File: src/rtl/slot_reel_judge.sv
// Slot-game reel judge: synchronizes reel ticks and the stop button, runs three
// decimal reels, stops them in order and grades each round into a saturating score.
module slot_reel_judge #(
  parameter int REEL_MOD    = 10,
  parameter int JACKPOT_PTS = 10,
  parameter int PAIR_PTS    = 2
) (
  input  logic       clk,
  input  logic       rst,
  input  logic       gameselect,
  input  logic       btn2,
  input  logic       gameout1,
  input  logic       gameout2,
  input  logic       gameout3,
  output logic [3:0] reel1,
  output logic [3:0] reel2,
  output logic [3:0] reel3,
  output logic [2:0] spinning,
  output logic [1:0] win,
  output logic [7:0] score
);

  typedef enum logic [2:0] {
    IDLE   = 3'd0,
    SPIN3  = 3'd1,
    SPIN2  = 3'd2,
    SPIN1  = 3'd3,
    RESULT = 3'd4
  } state_t;

  localparam logic [1:0] WIN_NONE    = 2'b00;
  localparam logic [1:0] WIN_PAIR    = 2'b01;
  localparam logic [1:0] WIN_JACKPOT = 2'b10;

  function automatic logic [3:0] next_digit(input logic [3:0] d);
    if (d == 4'(REEL_MOD - 1)) next_digit = 4'd0;
    else                       next_digit = d + 4'd1;
  endfunction

  function automatic logic [1:0] grade(input logic [3:0] a, input logic [3:0] b,
                                       input logic [3:0] c);
    if ((a == b) && (b == c))                  grade = WIN_JACKPOT;
    else if ((a == b) || (b == c) || (a == c)) grade = WIN_PAIR;
    else                                       grade = WIN_NONE;
  endfunction

  // Bit 8 of the 9-bit result flags overflow on add and underflow on subtract.
  function automatic logic [7:0] update_score(input logic [7:0] s, input logic [1:0] w);
    logic [8:0] sum;
    case (w)
      WIN_JACKPOT: begin
        sum = {1'b0, s} + 9'(JACKPOT_PTS);
        update_score = sum[8] ? 8'd255 : sum[7:0];
      end
      WIN_PAIR: begin
        sum = {1'b0, s} + 9'(PAIR_PTS);
        update_score = sum[8] ? 8'd255 : sum[7:0];
      end
      default: begin
        sum = {1'b0, s} - 9'd1;
        update_score = sum[8] ? 8'd0 : sum[7:0];
      end
    endcase
  endfunction

  // Bit order in the sync chain: {btn2, gameout3, gameout2, gameout1}.
  logic [3:0] sync1_r, sync2_r, sync3_r;
  logic [3:0] pulse_s;
  logic [2:0] tick_s;
  logic       btn_s;

  state_t     state_r, state_nxt_s;
  logic [3:0] reel1_r, reel2_r, reel3_r;
  logic [2:0] spin_r, spin_nxt_s;
  logic [1:0] win_r, win_nxt_s;
  logic [7:0] score_r, score_nxt_s;
  logic [2:0] stop_s;
  logic [2:0] adv_s;

  assign pulse_s = sync2_r & ~sync3_r;
  assign tick_s  = pulse_s[2:0];
  assign btn_s   = pulse_s[3];

  // Two-flop synchronizer plus edge-detect flop for button and reel ticks.
  always_ff @(posedge clk or posedge rst) begin
    if (rst) begin
      sync1_r <= 4'b0000;
      sync2_r <= 4'b0000;
      sync3_r <= 4'b0000;
    end else begin
      sync1_r <= {btn2, gameout3, gameout2, gameout1};
      sync2_r <= sync1_r;
      sync3_r <= sync2_r;
    end
  end

  // Round sequencing, stop selection and grading on entry to RESULT.
  always_comb begin
    state_nxt_s = state_r;
    spin_nxt_s  = spin_r;
    win_nxt_s   = win_r;
    score_nxt_s = score_r;
    stop_s      = 3'b000;
    if (!gameselect) begin
      state_nxt_s = IDLE;
      spin_nxt_s  = 3'b000;
    end else begin
      case (state_r)
        IDLE, RESULT: begin
          if (btn_s) begin
            state_nxt_s = SPIN3;
            spin_nxt_s  = 3'b111;
            win_nxt_s   = WIN_NONE;
          end else begin
            state_nxt_s = state_r;
          end
        end
        SPIN3: begin
          if (btn_s) begin
            state_nxt_s = SPIN2;
            spin_nxt_s  = 3'b110;
            stop_s      = 3'b001;
          end else begin
            state_nxt_s = SPIN3;
          end
        end
        SPIN2: begin
          if (btn_s) begin
            state_nxt_s = SPIN1;
            spin_nxt_s  = 3'b100;
            stop_s      = 3'b010;
          end else begin
            state_nxt_s = SPIN2;
          end
        end
        SPIN1: begin
          if (btn_s) begin
            state_nxt_s = RESULT;
            spin_nxt_s  = 3'b000;
            stop_s      = 3'b100;
            win_nxt_s   = grade(reel1_r, reel2_r, reel3_r);
            score_nxt_s = update_score(score_r, grade(reel1_r, reel2_r, reel3_r));
          end else begin
            state_nxt_s = SPIN1;
          end
        end
        default: begin
          state_nxt_s = IDLE;
          spin_nxt_s  = 3'b000;
        end
      endcase
    end
  end

  // A stop pulse on the reel being frozen discards a coincident tick.
  assign adv_s = spin_r & tick_s & ~stop_s;

  // State, status outputs and reel digits.
  always_ff @(posedge clk or posedge rst) begin
    if (rst) begin
      state_r <= IDLE;
      spin_r  <= 3'b000;
      win_r   <= 2'b00;
      score_r <= 8'd0;
      reel1_r <= 4'd0;
      reel2_r <= 4'd0;
      reel3_r <= 4'd0;
    end else begin
      state_r <= state_nxt_s;
      spin_r  <= spin_nxt_s;
      win_r   <= win_nxt_s;
      score_r <= score_nxt_s;
      if (adv_s[0]) reel1_r <= next_digit(reel1_r);
      if (adv_s[1]) reel2_r <= next_digit(reel2_r);
      if (adv_s[2]) reel3_r <= next_digit(reel3_r);
    end
  end

  assign reel1    = reel1_r;
  assign reel2    = reel2_r;
  assign reel3    = reel3_r;
  assign spinning = spin_r;
  assign win      = win_r;
  assign score    = score_r;

endmodule

File: config.mk
export PLATFORM = sky130hd
export DESIGN_NAME = slot_reel_judge
export DESIGN_NICKNAME = d
export VERILOG_FILES = /design/src/rtl/slot_reel_judge.sv
export SDC_FILE = /design/constraint.sdc
export NUM_CORES = 1
export LEC_CHECK = 0
export ABC_AREA = 1
export CORE_UTILIZATION = 55
export CTS_BUF_LIST = sky130_fd_sc_hd__clkbuf_4
export DETAILED_ROUTE_END_ITERATION = 8
export PLACE_DENSITY_LB_ADDON = 0.3
export RECOVER_POWER = 100
export REMOVE_ABC_BUFFERS = 1
export SKIP_CTS_REPAIR_TIMING = 1
export SLEW_MARGIN = 10
export SYNTH_ARGS = -nofsm -noshare
export SYNTH_HDL_FRONTEND = slang
export SYNTH_SLANG_ARGS = --single-unit
export TNS_END_PERCENT = 20
File: constraint.sdc
create_clock -name clk -period 3.7 [get_ports clk]
set_clock_uncertainty 0.05 [all_clocks]
set_input_delay 0.925 -clock clk [delete_from_list [all_inputs] [get_ports clk]]
set_output_delay 0.925 -clock clk [all_outputs]
set_load 0.01 [all_outputs]
==> impl_results.md, run 1 <==
- Status: finished, final reports clean
- MaxCap Viol Count: 0
- CTS clock-pin slew for the worst setup and hold paths: 120 ps
- VDD IR max: 0.3072 mV
- Routed len/inst: 12.12 um
- Vias in the first global route: 2172
- Layout cell share with drive strength beyond 1: 6.965%
- Chip Height: 69.66 um
- Fin. Hold Viols: 0
- CP Launch Type: flip-flop
- TritonRoute pass-1 iters: 5
- WL final: 5.501 mm
- Setup TNS Final: 0 ps
- Post-Synth Simple-Gate Area: 38.52%
- CP max-delay cell: dlygate4sd3_1
- Placer Congestion: 0.9250
- Yosys top cell area share: 39.76%
- Crit-path cells: dlygate4sd3_1
- FP Rows: 24
- Finish-stage setup viols: 0
- XOR/XNOR share of the synthesized area: 4.175%
- Core Box Area: 0.004384 mm2
- CP Max Fanout: 10
- Synth Area in Compound Gates: 6.909%
- DRT antenna net count: 0
- Area of the mapped netlist: 0.002517 mm2
- HP Class: flip-flop to flip-flop
- Port bufs: 31
- CTS sink cnt: 40
- Largest net degree at the start of global routing: 41
- Worst Tran Pin Value: 484.3 ps
- Initial Utilization: 57.42%
- Rel. slew slack: 67.71%
- Clk buf depth: 2
- EDFF count, synth: 0
- Synth warnings: 0
- Slowest Stage Delay on Critical Path: 660 ps
- CP delay by family, top: buffers and inverters
- CTS tree: yes
- Setup WS pre-CTS: 1039 ps
- Mux cell area share after synthesis: 0%
- Critical Path RT: 2720 ps
- Overall routing resource usage: 24.68%
- Clk_lat worst skew: 360 ps
- Synth Area in Adders: 1.988%
- # diodes: 0
- Initial antenna violation count: 0
- Power density over cell area: 659.4 mW/mm2
- Mean Syn Cell Area: 6.859 um2
- CTS Buf Count: 5
- Gr ovfl total: 0
- Synth-to-Final Area Change: 16.85%
- CP Buf/Inv Count: 1
- Crit path kind: flip-flop to output pin
- Dominant cell type by area after synthesis: dfrtp_1
- FF+latch count, synth: 40
- # nets final: 412
- Post-synth ARST share: 100.0%
- Via count: 2407
- Final setup margin: 1126 ps
- CTS Root Cell: clkbuf_4
- Via density per instance: 5.302
- Mapped Cells: 367
- Seq/Total Area, Yosys: 39.76%
- Final period util: 69.58%
- Die area: 0.004852 mm2
- Fmax: 388.4 MHz
- Unrepaired setup endpoints after global routing: false
- Leading post-synthesis cells by cell area: dfrtp_1, nand2_1, nor2_1, inv_1, nand3_1
- I/O Pins: 32
- DPL Wire Length: 4.075 mm
- Combinational family with the most area after synthesis: simple AND/OR/NAND/NOR gates
- Nature of the critical path endpoint: output pin
- Leakage power total: 1.575 nW
- First-pass GRT wire length: 9.584 mm
- Netlist cell types: 31
- H-tree depth: 2
- Minimum clock period: 2574 ps
- Iteration-0 DRC Markers: 202
- Remaining DRCs: 0
- CP Data Arrival Time: 1600 ps
- Die width: 69.66 um
- Max-slew violations: 0
- Ys flop type: dfrtp_1
==> flip-flops by register name, summed over array words and instances, names as in the netlist <==
name,count
win,2
sync2_r,4
reel2,4
state_r,3
reel3,4
score,8
reel1,4
sync3_r,4
sync1_r,4
spinning,3
==> cells by family (layout without fill, tap and decap cells) <==
| logic type | count (synthesis) | count (layout) |
|---|---|---|
| simple gates | 226 | 226 |
| xor+xnor | 12 | 12 |
| flops | 40 | 40 |
| fa+ha+maj | 4 | 4 |
| buf+inv | 54 | 89 |
| compound gates | 31 | 31 |
==> area by class of cell <==
class	count	area [um2]
fill	380	1443
multi-input combinational	273	1294
sequential	40	1001
timing repair buffer	32	317.8
inverter	49	183.9
tap	52	65.06
clock inverter	3	42.54
clock buffer	5	37.54
==> report_power, final <==
part           internal, mW  leakage [nW]  switching (mW)  total [mW]
logic                 0.378          1.04           0.581       0.959
clock network         0.141        0.0428           0.148       0.289
registers             0.526         0.490           0.165       0.692
==> worst paths after layout <==
kind                       cells after the start    endpoint  slack (ps)        from
max                                            1    score[5]        1130    score[5]
max in group asynchronous                      3    reel2[1]        2200         rst
min in group asynchronous                      3  state_r[2]        1060         rst
min reg2reg                                    0  sync2_r[0]         320  sync1_r[0]
max reg2reg                                   11    score[4]        1790    score[1]
min                                            0  sync2_r[0]         320  sync1_r[0]
==> cell usage in the layout, fill, tap and decap left out <==
cell and count:
clkbuf_4 5, or2_2 3, nor2_2 3, nand3_2 2, a21boi_0 2, inv_2 7
nand2_1 112, o211ai_1 1, nor2_4 2, dlygate4sd3_1 31, nand3_1 27, nor3_1 1
clkinv_4 1, nor3b_1 3, o21ai_0 17, clkinv_1 1, o31ai_1 1, nor2_1 62
o221ai_1 1, xnor2_1 1, ha_1 4, nand4_1 3, nand2_2 3, dfrtp_1 40
nor4_1 5, o22ai_1 2, buf_4 1, inv_1 42, o21ai_1 1, a21oi_1 5
xor2_1 11, a22oi_1 1, bufinv_16 1
==> cell usage after synthesis (2+ instances only) <==
master   count
inv_1       42
ha_1         4
nand4_1      3
o21ai_1      3
dfrtp_1     40
nand3_1     26
inv_2        7
nand3_2      3
nor2_2       3
a21oi_1      5
o22ai_1      2
o21ai_0     15
nor2_4       2
nand2_2      3
or2_2        3
nor2_1      62
nand2_1    112
buf_2        3
nor4_1       5
nor3b_1      3
xor2_1      11
==> through the flow <==
step	utilization (%)	instances	cell area, um2	hold WS [ps]	power, mW
2_1_floorplan	-	362	2484	281.2	1.339
3_3_place_gp	65.38	446	2867	284.6	1.671
3_5_place_dp	65.38	446	2867	290.2	1.689
4_1_cts	67.21	454	2947	321.9	1.982
5_1_grt	67.09	454	2942	326.2	2.114
6_report	67.09	454	2942	319.2	1.940
==> layer usage <==
| layer | GRT usage [%] | wire length, um |
|---|---|---|
| met2 | 38.62 | 2612 |
| met1 | 33.97 | 2569 |
| met3 | 4.942 | 223 |
| met5 | 0 | 0 |
| met4 | 9.333 | 95 |
Note: power is estimated with default switching activity, not from simulation.
==> inputs of run 2 (changes only) <==
- CORE_UTILIZATION: 55 -> 52
- clock period: 3.7 -> 2.12 ns (I/O delays scaled with it)
==> run 2 against run 1 <==
Sequential cell count stayed put. Cell count rose by 1.3%. Sequential share of layout area decreased by 0.073 points. Critical path type unchanged.
==> impl_results.md, run 2 (synthesized netlist as in run 1, its figures left out) <==
- H-tree depth: 2 (unchanged)
- CP max-delay cell: clkdlybuf4s50_1
- Unrepaired setup endpoints after global routing: false
- CP Max Fanout: 7 (-3)
- CP Buf/Inv Count: 1 (unchanged)
- Reg area: 0.001002 mm2 (+0.12%)
- First-pass GRT wire length: 9.597 mm (+0.14%)
- Slowest Stage Delay on Critical Path: 600 ps (-60 ps)
- Crit-path cells: clkdlybuf4s50_1
- Fmax: 488.0 MHz
- CP Data Arrival Time: 1470 ps (-130 ps)
- HP Class: flip-flop to flip-flop
- CTS Buf Count: 5 (unchanged)
- TritonRoute pass-1 iters: 5 (unchanged)
- FP Rows: 24 (unchanged)
- Fin. Hold Viols: 0 (unchanged)
- Port bufs: 31 (unchanged)
- Final period util: 96.65%
- Clk buf depth: 2 (unchanged)
- CP delay by family, top: buffers and inverters
- # nets final: 418 (+1.5%)
- Die width: 71.58 um (+2.8%)
- Gr ovfl total: 0 (unchanged)
- MaxCap Viol Count: 0 (unchanged)
- Overall routing resource usage: 24.09% (-0.59 points)
- I/O Pins: 32 (unchanged)
- Largest net degree at the start of global routing: 41 (unchanged)
- Finish-stage setup viols: 0 (unchanged)
- DPL Wire Length: 4.191 mm (+2.8%)
- DRT antenna net count: 0 (unchanged)
- Layout cell share with drive strength beyond 1: 8.088% (+1.1 points)
- VDD IR max: 0.5163 mV (+68%)
- # fillers: 379 (-0.26%)
- Via count: 2413 (+0.25%)
- Critical Path RT: 1540 ps (-1180 ps)
- Initial Utilization: 55.89% (-1.5 points)
- Remaining DRCs: 0 (unchanged)
- CP Launch Type: flip-flop
- # diodes: 0 (unchanged)
- Placer Congestion: 0.8840 (-4.4%)
- WL final: 5.547 mm (+0.84%)
- Vias in the first global route: 2201 (+1.3%)
- Most common cell after layout, fill and taps aside: nand2_1
- Initial antenna violation count: 0 (unchanged)
- Iteration-0 DRC Markers: 191 (-5.4%)
- Worst Tran Pin Value: 958.1 ps (+473.8 ps)
- Routed len/inst: 12.06 um (-0.48%)
- Status: finished, final reports clean
- CTS clock-pin slew for the worst setup and hold paths: 110 ps (about the same)
- Rel. slew slack: 36.12% (-32 points)
- CTS tree: yes
- Max-slew violations: 0 (unchanged)
- CTS Root Cell: clkbuf_4
- Chip Height: 71.58 um (+2.8%)
- CTS sink cnt: 40 (unchanged)
- Most frequent cells in the layout: nand2_1, nor2_1, inv_1
- Core Box Area: 0.004504 mm2 (+2.7%)
- Leakage power total: 1.572 nW (-0.18%)
- Die area: 0.005124 mm2 (+5.6%)
- Nature of the critical path endpoint: output pin
- Minimum clock period: 2049 ps
- Max FFs per register: 8 (unchanged)
- Synth-to-Final Area Change: 17.25%
- Setup TNS Final: 0 ps (unchanged)
- Clk_lat worst skew: 350 ps (about the same)
- Via density per instance: 5.246 (-1.1%)
- Multi-input logic area: 0.001294 mm2 (unchanged)
- Post-route insts no fill: 460 (+1.3%)
- Crit path kind: flip-flop to output pin
- Power density over cell area: 1133 mW/mm2 (+72%)
- Placed cell count: 452 (+1.3%)
[run 2: cell type report]
cell class	count	share of cell area [%]
sequential	40	33.96
timing repair buffer	38	11.87
inverter	49	6.231
tap	52	2.204
multi-input combinational	273	43.83
clock buffer	7	1.780
clock inverter	1	0.1272
[run 2: power by group]
part           internal (mW)  switching [mW]  total [mW]  leakage, nW
Clock                  0.153           0.238       0.391       0.0338
Combinational          0.712            1.04        1.76         1.05
Sequential             0.920           0.275        1.20        0.488
Total                   1.79            1.56        3.34         1.57
[run 2: path summary, 6_finish.rpt]
check / startpoint / endpoint / slack, ps / cells after the start
setup / recovery: score[6] / score[6] / 70 / 1
hold / removal: sync1_r[1] / sync2_r[1] / 310 / 0
setup reg to reg: score[1] / score[5] / 260 / 9
hold reg to reg: sync1_r[1] / sync2_r[1] / 310 / 0
max in group asynchronous: rst / score[5] / 520 / 3
min in group asynchronous: rst / sync1_r[2] / 860 / 3
[run 2: through the flow]
step,setup WS (ps),hold slack (ps),cell area (um2),utilization (%),power [mW]
6_report,70.99,308.3,2952,65.53,3.343
5_1_grt,1.732,321.9,2952,65.53,3.648
4_1_cts,10.17,310.8,2968,65.89,3.379
3_5_place_dp,54.45,284.7,2912,64.64,2.976
3_3_place_gp,127.5,282.1,2912,64.64,2.942
2_1_floorplan,451.9,281.2,2484,-,2.338
[run 2: layer usage]
metal / wire length, um / vias to the layer above / track usage [%] / part of all wire, %
met3: 324 / 6 / 5.626 / 5.8
met4: 55 / 0 / 8.715 / 0.99
met2: 2626 / 68 / 37.99 / 47
met5: 0 / - / 0 / 0
li1: - / 1237 / - / -
met1: 2541 / 1102 / 32.72 / 46
==> inputs of run 3 (changes only) <==
- clock period: 2.12 -> 1.7 ns (I/O delays scaled with it)
==> run 3 against run 2 <==
The run now ends with setup timing left. Count of clock-buffer cells in the layout fell by 2. First-iteration DRC count grew 54%. Cell count increased by 6.5%. Die area unchanged. Sequential power increased by 22%. Utilization up 8.1 points. Sequential share of layout area down 3.6 points. Highest routed layer unchanged. Critical path type unchanged.
==> impl_results.md, run 3 (synthesized netlist as in run 1, its figures left out) <==
- Largest net degree at the start of global routing: 41 (unchanged)
- Vias in the first global route: 2290 (+4.0%)
- Minimum clock period: 1796 ps
- CP Data Arrival Time: 1320 ps (-150 ps)
- FP Rows: 24 (unchanged)
- CP delay by family, top: buffers and inverters
- Iteration-0 DRC Markers: 295 (+54%)
- Slowest Stage Delay on Critical Path: 550 ps (-50 ps)
- VDD IR max: 0.6317 mV (+22%)
- Critical Path Source: score[2]
- Tot Pwr: 4.875 mW (+46%)
- CP Launch Type: flip-flop
- Power density over cell area: 1470 mW/mm2 (+30%)
- Worst Tran Pin Value: 943.6 ps (-14.55 ps)
- CP endpoint: score[2]
- CTS Root Cell: clkbuf_4
- TritonRoute pass-1 iters: 5 (unchanged)
- CP max-delay cell: clkdlybuf4s50_1
- Fin. Hold Viols: 0 (unchanged)
- Max-slew violations: 0 (unchanged)
- CTS tree: yes
- CTS Buf Count: 5 (unchanged)
- CP Max Fanout: 5 (-2)
- Setup TNS Final: -339.8 ps (-339.8 ps)
- WHS: 308.0 ps (-0.3460 ps)
- DPL Wire Length: 4.438 mm (+5.9%)
- Initial antenna violation count: 0 (unchanged)
- R2R cell count: 9 (unchanged)
- Finish-stage setup viols: 9 (+9)
- Leakage power total: 1.911 nW (+22%)
- CP Buf/Inv Count: 1 (unchanged)
- Clk_lat worst skew: 350 ps (about the same)
- Most common cell after layout, fill and taps aside: nand2_1
- R2R Path Start: score[1]
- Critical path depth: 1 (unchanged)
- Die area: 0.005124 mm2 (unchanged)
- Status: complete, but fails checks
- Multi-input logic area: 0.001323 mm2 (+2.2%)
- Overall routing resource usage: 24.83% (+0.73 points)
- Unrepaired setup endpoints after global routing: true
- Nature of the critical path endpoint: output pin
- Via density per instance: 5.327 (+1.5%)
- First-pass GRT wire length: 10.07 mm (+4.9%)
- Hold Crit Depth: 0 (unchanged)
- Port bufs: 31 (unchanged)
- Routed len/inst: 12.81 um (+6.2%)
- Most frequent cells in the layout: nand2_1, nor2_1, inv_1
- Reg-to-reg critical path endpoint: score[5]
- Die width: 71.58 um (unchanged)
- Reg area: 0.001008 mm2 (+0.62%)
- H-tree depth: 2 (unchanged)
- Remaining DRCs: 0 (unchanged)
- Failing checks: setup timing
- CTS clock-pin slew for the worst setup and hold paths: 110 ps (about the same)
- Clk buf depth: 2 (unchanged)
- MaxCap Viol Count: 0 (unchanged)
- Final Cell Area: 0.003317 mm2 (+12%)
- WL final: 6.277 mm (+13%)
- Core Box Area: 0.004504 mm2 (unchanged)
- # nets final: 449 (+7.4%)
- Flop-to-flop setup slack: -70 ps (-330 ps)
- Cell Area, Placed: 0.003072 mm2 (+5.5%)
- Crit-path cells: clkdlybuf4s50_1
- Placer Congestion: 0.8812 (-0.32%)
- Via count: 2610 (+8.2%)
- Layout cell share with drive strength beyond 1: 17.12% (+9.0 points)
- # diodes: 0 (unchanged)
- Chip Height: 71.58 um (unchanged)
- Synth-to-Final Area Change: 31.76%
- Max FFs per register: 8 (unchanged)
- HP Class: flip-flop to flip-flop
- I/O Pins: 32 (unchanged)
- Crit path kind: flip-flop to output pin
- Final period util: 105.6%
- Initial Utilization: 55.89% (unchanged)
- Critical Path RT: 1220 ps (-320 ps)
- Gr ovfl total: 0 (unchanged)
- Final setup margin: -95.67 ps (-166.7 ps)
- Rel. slew slack: 37.09% (+0.97 points)
- # fillers: 342 (-9.8%)
- CTS sink cnt: 40 (unchanged)
- DRT antenna net count: 0 (unchanged)
- Fmax: 556.9 MHz
[run 3: cell types whose count changed in the layout (fill, tap and decap cells not counted), sizes merged]
cell and change:
clkinv -1, buf +29, dlymetal6s2s +14, bufinv +2, clkdlybuf4s25 +6, dlymetal6s4s +4
clkdlybuf4s50 -14, dlygate4sd3 -10
[run 3: layout make-up]
class	count	area share, %
Tap cell	52	1.962
Timing Repair Buffer	69	19.28
Multi-Input combinational cell	273	39.87
Clock buffer	5	1.132
Clock inverter	2	1.811
Inverter	49	5.545
Sequential cell	40	30.40
[run 3: where the power goes]
group          internal (mW)  leakage [nW]  switching, mW
clock                  0.450        0.0513          0.303
sequential              1.16         0.482          0.298
combinational           1.16          1.38           1.51
total                   2.76          1.91           2.11
[run 3: per-layer routing]
metal	global-route usage (%)	wire [um]	vias up
met5	0	0	-
met4	6.318	102	0
met3	5.345	355	14
met2	42.22	3010	115
met1	32.43	2808	1191
li1	-	-	1290
[run 3: worst min path at each step]
stage	startpoint	endpoint
floorplan	sync1_r[0]	sync2_r[0]
global placement	sync1_r[2]	sync2_r[2]
detailed placement	sync1_r[2]	sync2_r[2]
CTS	sync1_r[2]	sync2_r[2]
global route	sync1_r[3]	sync2_r[3]
finish	sync1_r[2]	sync2_r[2]
[run 3: through the flow]
stage          util, %  setup WS [ps]  instances
6_report         73.64         -95.67        490
5_1_grt          73.64         -170.9        490
4_1_cts          70.36         -290.9        477
3_5_place_dp     68.19         -205.1        470
3_3_place_gp     68.19         -119.1        470
2_1_floorplan        -          31.94        362
==> RTL change (flow settings as in run 2) <==
Register the inputs `gameselect`, `btn2`, `gameout1`, `gameout2` and `gameout3` before use, cleared by the reset. The logic sees them one clock later.
--- a/src/rtl/slot_reel_judge.sv
+++ b/src/rtl/slot_reel_judge.sv
@@ -32,6 +32,28 @@
   localparam logic [1:0] WIN_PAIR    = 2'b01;
   localparam logic [1:0] WIN_JACKPOT = 2'b10;
 
+  logic gameselect_q;
+  logic btn2_q;
+  logic gameout1_q;
+  logic gameout2_q;
+  logic gameout3_q;
+
+  always_ff @(posedge clk or posedge rst) begin
+    if (rst) begin
+      gameselect_q <= '0;
+      btn2_q       <= '0;
+      gameout1_q   <= '0;
+      gameout2_q   <= '0;
+      gameout3_q   <= '0;
+    end else begin
+      gameselect_q <= gameselect;
+      btn2_q       <= btn2;
+      gameout1_q   <= gameout1;
+      gameout2_q   <= gameout2;
+      gameout3_q   <= gameout3;
+    end
+  end
+
   function automatic logic [3:0] next_digit(input logic [3:0] d);
     if (d == 4'(REEL_MOD - 1)) next_digit = 4'd0;
     else                       next_digit = d + 4'd1;
@@ -88,7 +110,7 @@
       sync2_r <= 4'b0000;
       sync3_r <= 4'b0000;
     end else begin
-      sync1_r <= {btn2, gameout3, gameout2, gameout1};
+      sync1_r <= {btn2_q, gameout3_q, gameout2_q, gameout1_q};
       sync2_r <= sync1_r;
       sync3_r <= sync2_r;
     end
@@ -101,7 +123,7 @@
     win_nxt_s   = win_r;
     score_nxt_s = score_r;
     stop_s      = 3'b000;
-    if (!gameselect) begin
+    if (!gameselect_q) begin
       state_nxt_s = IDLE;
       spin_nxt_s  = 3'b000;
     end else begin
Formal check against the unedited RTL: not equivalent (Yosys sat finds a counterexample within 4 cycles, from zero or initial values and one cycle with rst high).
==> RTL change against run 2 <==
- routed wire length is 7.2% higher
- area after synthesis is 5.8% higher
- setup slack worse by 0.021 ns
- sequential cell count is 5 higher
- core utilization is 0.85 points lower
- combinational power is 8% higher
- total power is 12% higher
- first-iteration DRC count is 27% lower
- sequential power is 7% higher
- global-route usage is 1.2 points higher
- design area is 5.6% higher
- cell count stayed put
- count of clock-buffer cells in the layout is 2 lower
- highest routed layer unchanged
==> RTL change: results (changes against run 2) <==
| Metric | Value |
|---|---|
| Hold EP | `sync1_r[1]$_DFF_PP0_` |
| Vias in the first global route | `2299 (+4.5%)` |
| Max_slew headroom | `26.4% (-9.7 points)` |
| Mean Syn Cell Area | `7.46 um2 (+8.8%)` |
| Worst Setup EP | `reel1[1]` |
| Clock transition at path regs | `0.14 ns (+0.03 ns)` |
| First-pass GRT wire length | `10.3 mm (+7.2%)` |
| Leakage | `1.54 nW (-1.7%)` |
| CP max FO | `8 (+1)` |
| First-pass DRT Iterations | `4 (-1)` |
| Routed vias/inst | `5.20 (-0.83%)` |
| Maximum vdd drop | `0.857 mV (+66%)` |
| Largest net degree at the start of global routing | `46 (+12%)` |
| Initial Util | `55.3% (-0.59 points)` |
| Count of cell types in the netlist | `33 (+6.5%)` |
| Vias | `2393 (-0.83%)` |
| Internal cell power | `2.01 mW (+13%)` |
| Worst Hold Launch | `gameout2_q$_DFF_PP0_` |
| Routed wire length | `5.95 mm (+7.2%)` |
| Worst skew pair latency | `0.38 ns (+0.03 ns)` |
| Global router's overall resource usage | `25.3% (+1.2 points)` |
| Post-DP HPWL | `4.32 mm (+3.1%)` |
| Status | `completed` |
| Synth Area in Adders | `1.88% (-0.11 points)` |
| Dominant cells by area after synthesis | `dfrtp_1 42%, nand2_1 15%, nor2_1 6.1%` |
## RTL change: final cells by class
class | instances | area share, %
multi-input cells | 266 | 42.9
flip-flops and latches | 45 | 36.4
repair buffers | 32 | 10.1
inverters | 42 | 5.10
well taps | 67 | 2.69
clock inverters | 3 | 1.61
clock buffers | 5 | 1.20
## RTL change: layer usage
metal	vias up	track usage, %	routed length [um]
li1	1208	-	-
met1	1101	31.8	2630
met5	-	0	0
met4	0	12.4	58
met2	76	41.2	2860
met3	8	5.76	390
## RTL change: per-stage QoR
step	worst slack, ns	setup TNS, ns	total power, mW	hold slack [ns]	cell area, um2
after floorplan	0.481	0	2.58	0.281	2630
after global placement	0.399	0	3.15	0.282	3050
after detailed placement	0.385	0	3.19	0.285	3050
after CTS	-0.0359	-0.0359	3.77	0.317	3140
after global routing	0.00295	0	4.06	0.323	3120
final	0.0504	0	3.74	0.314	3120
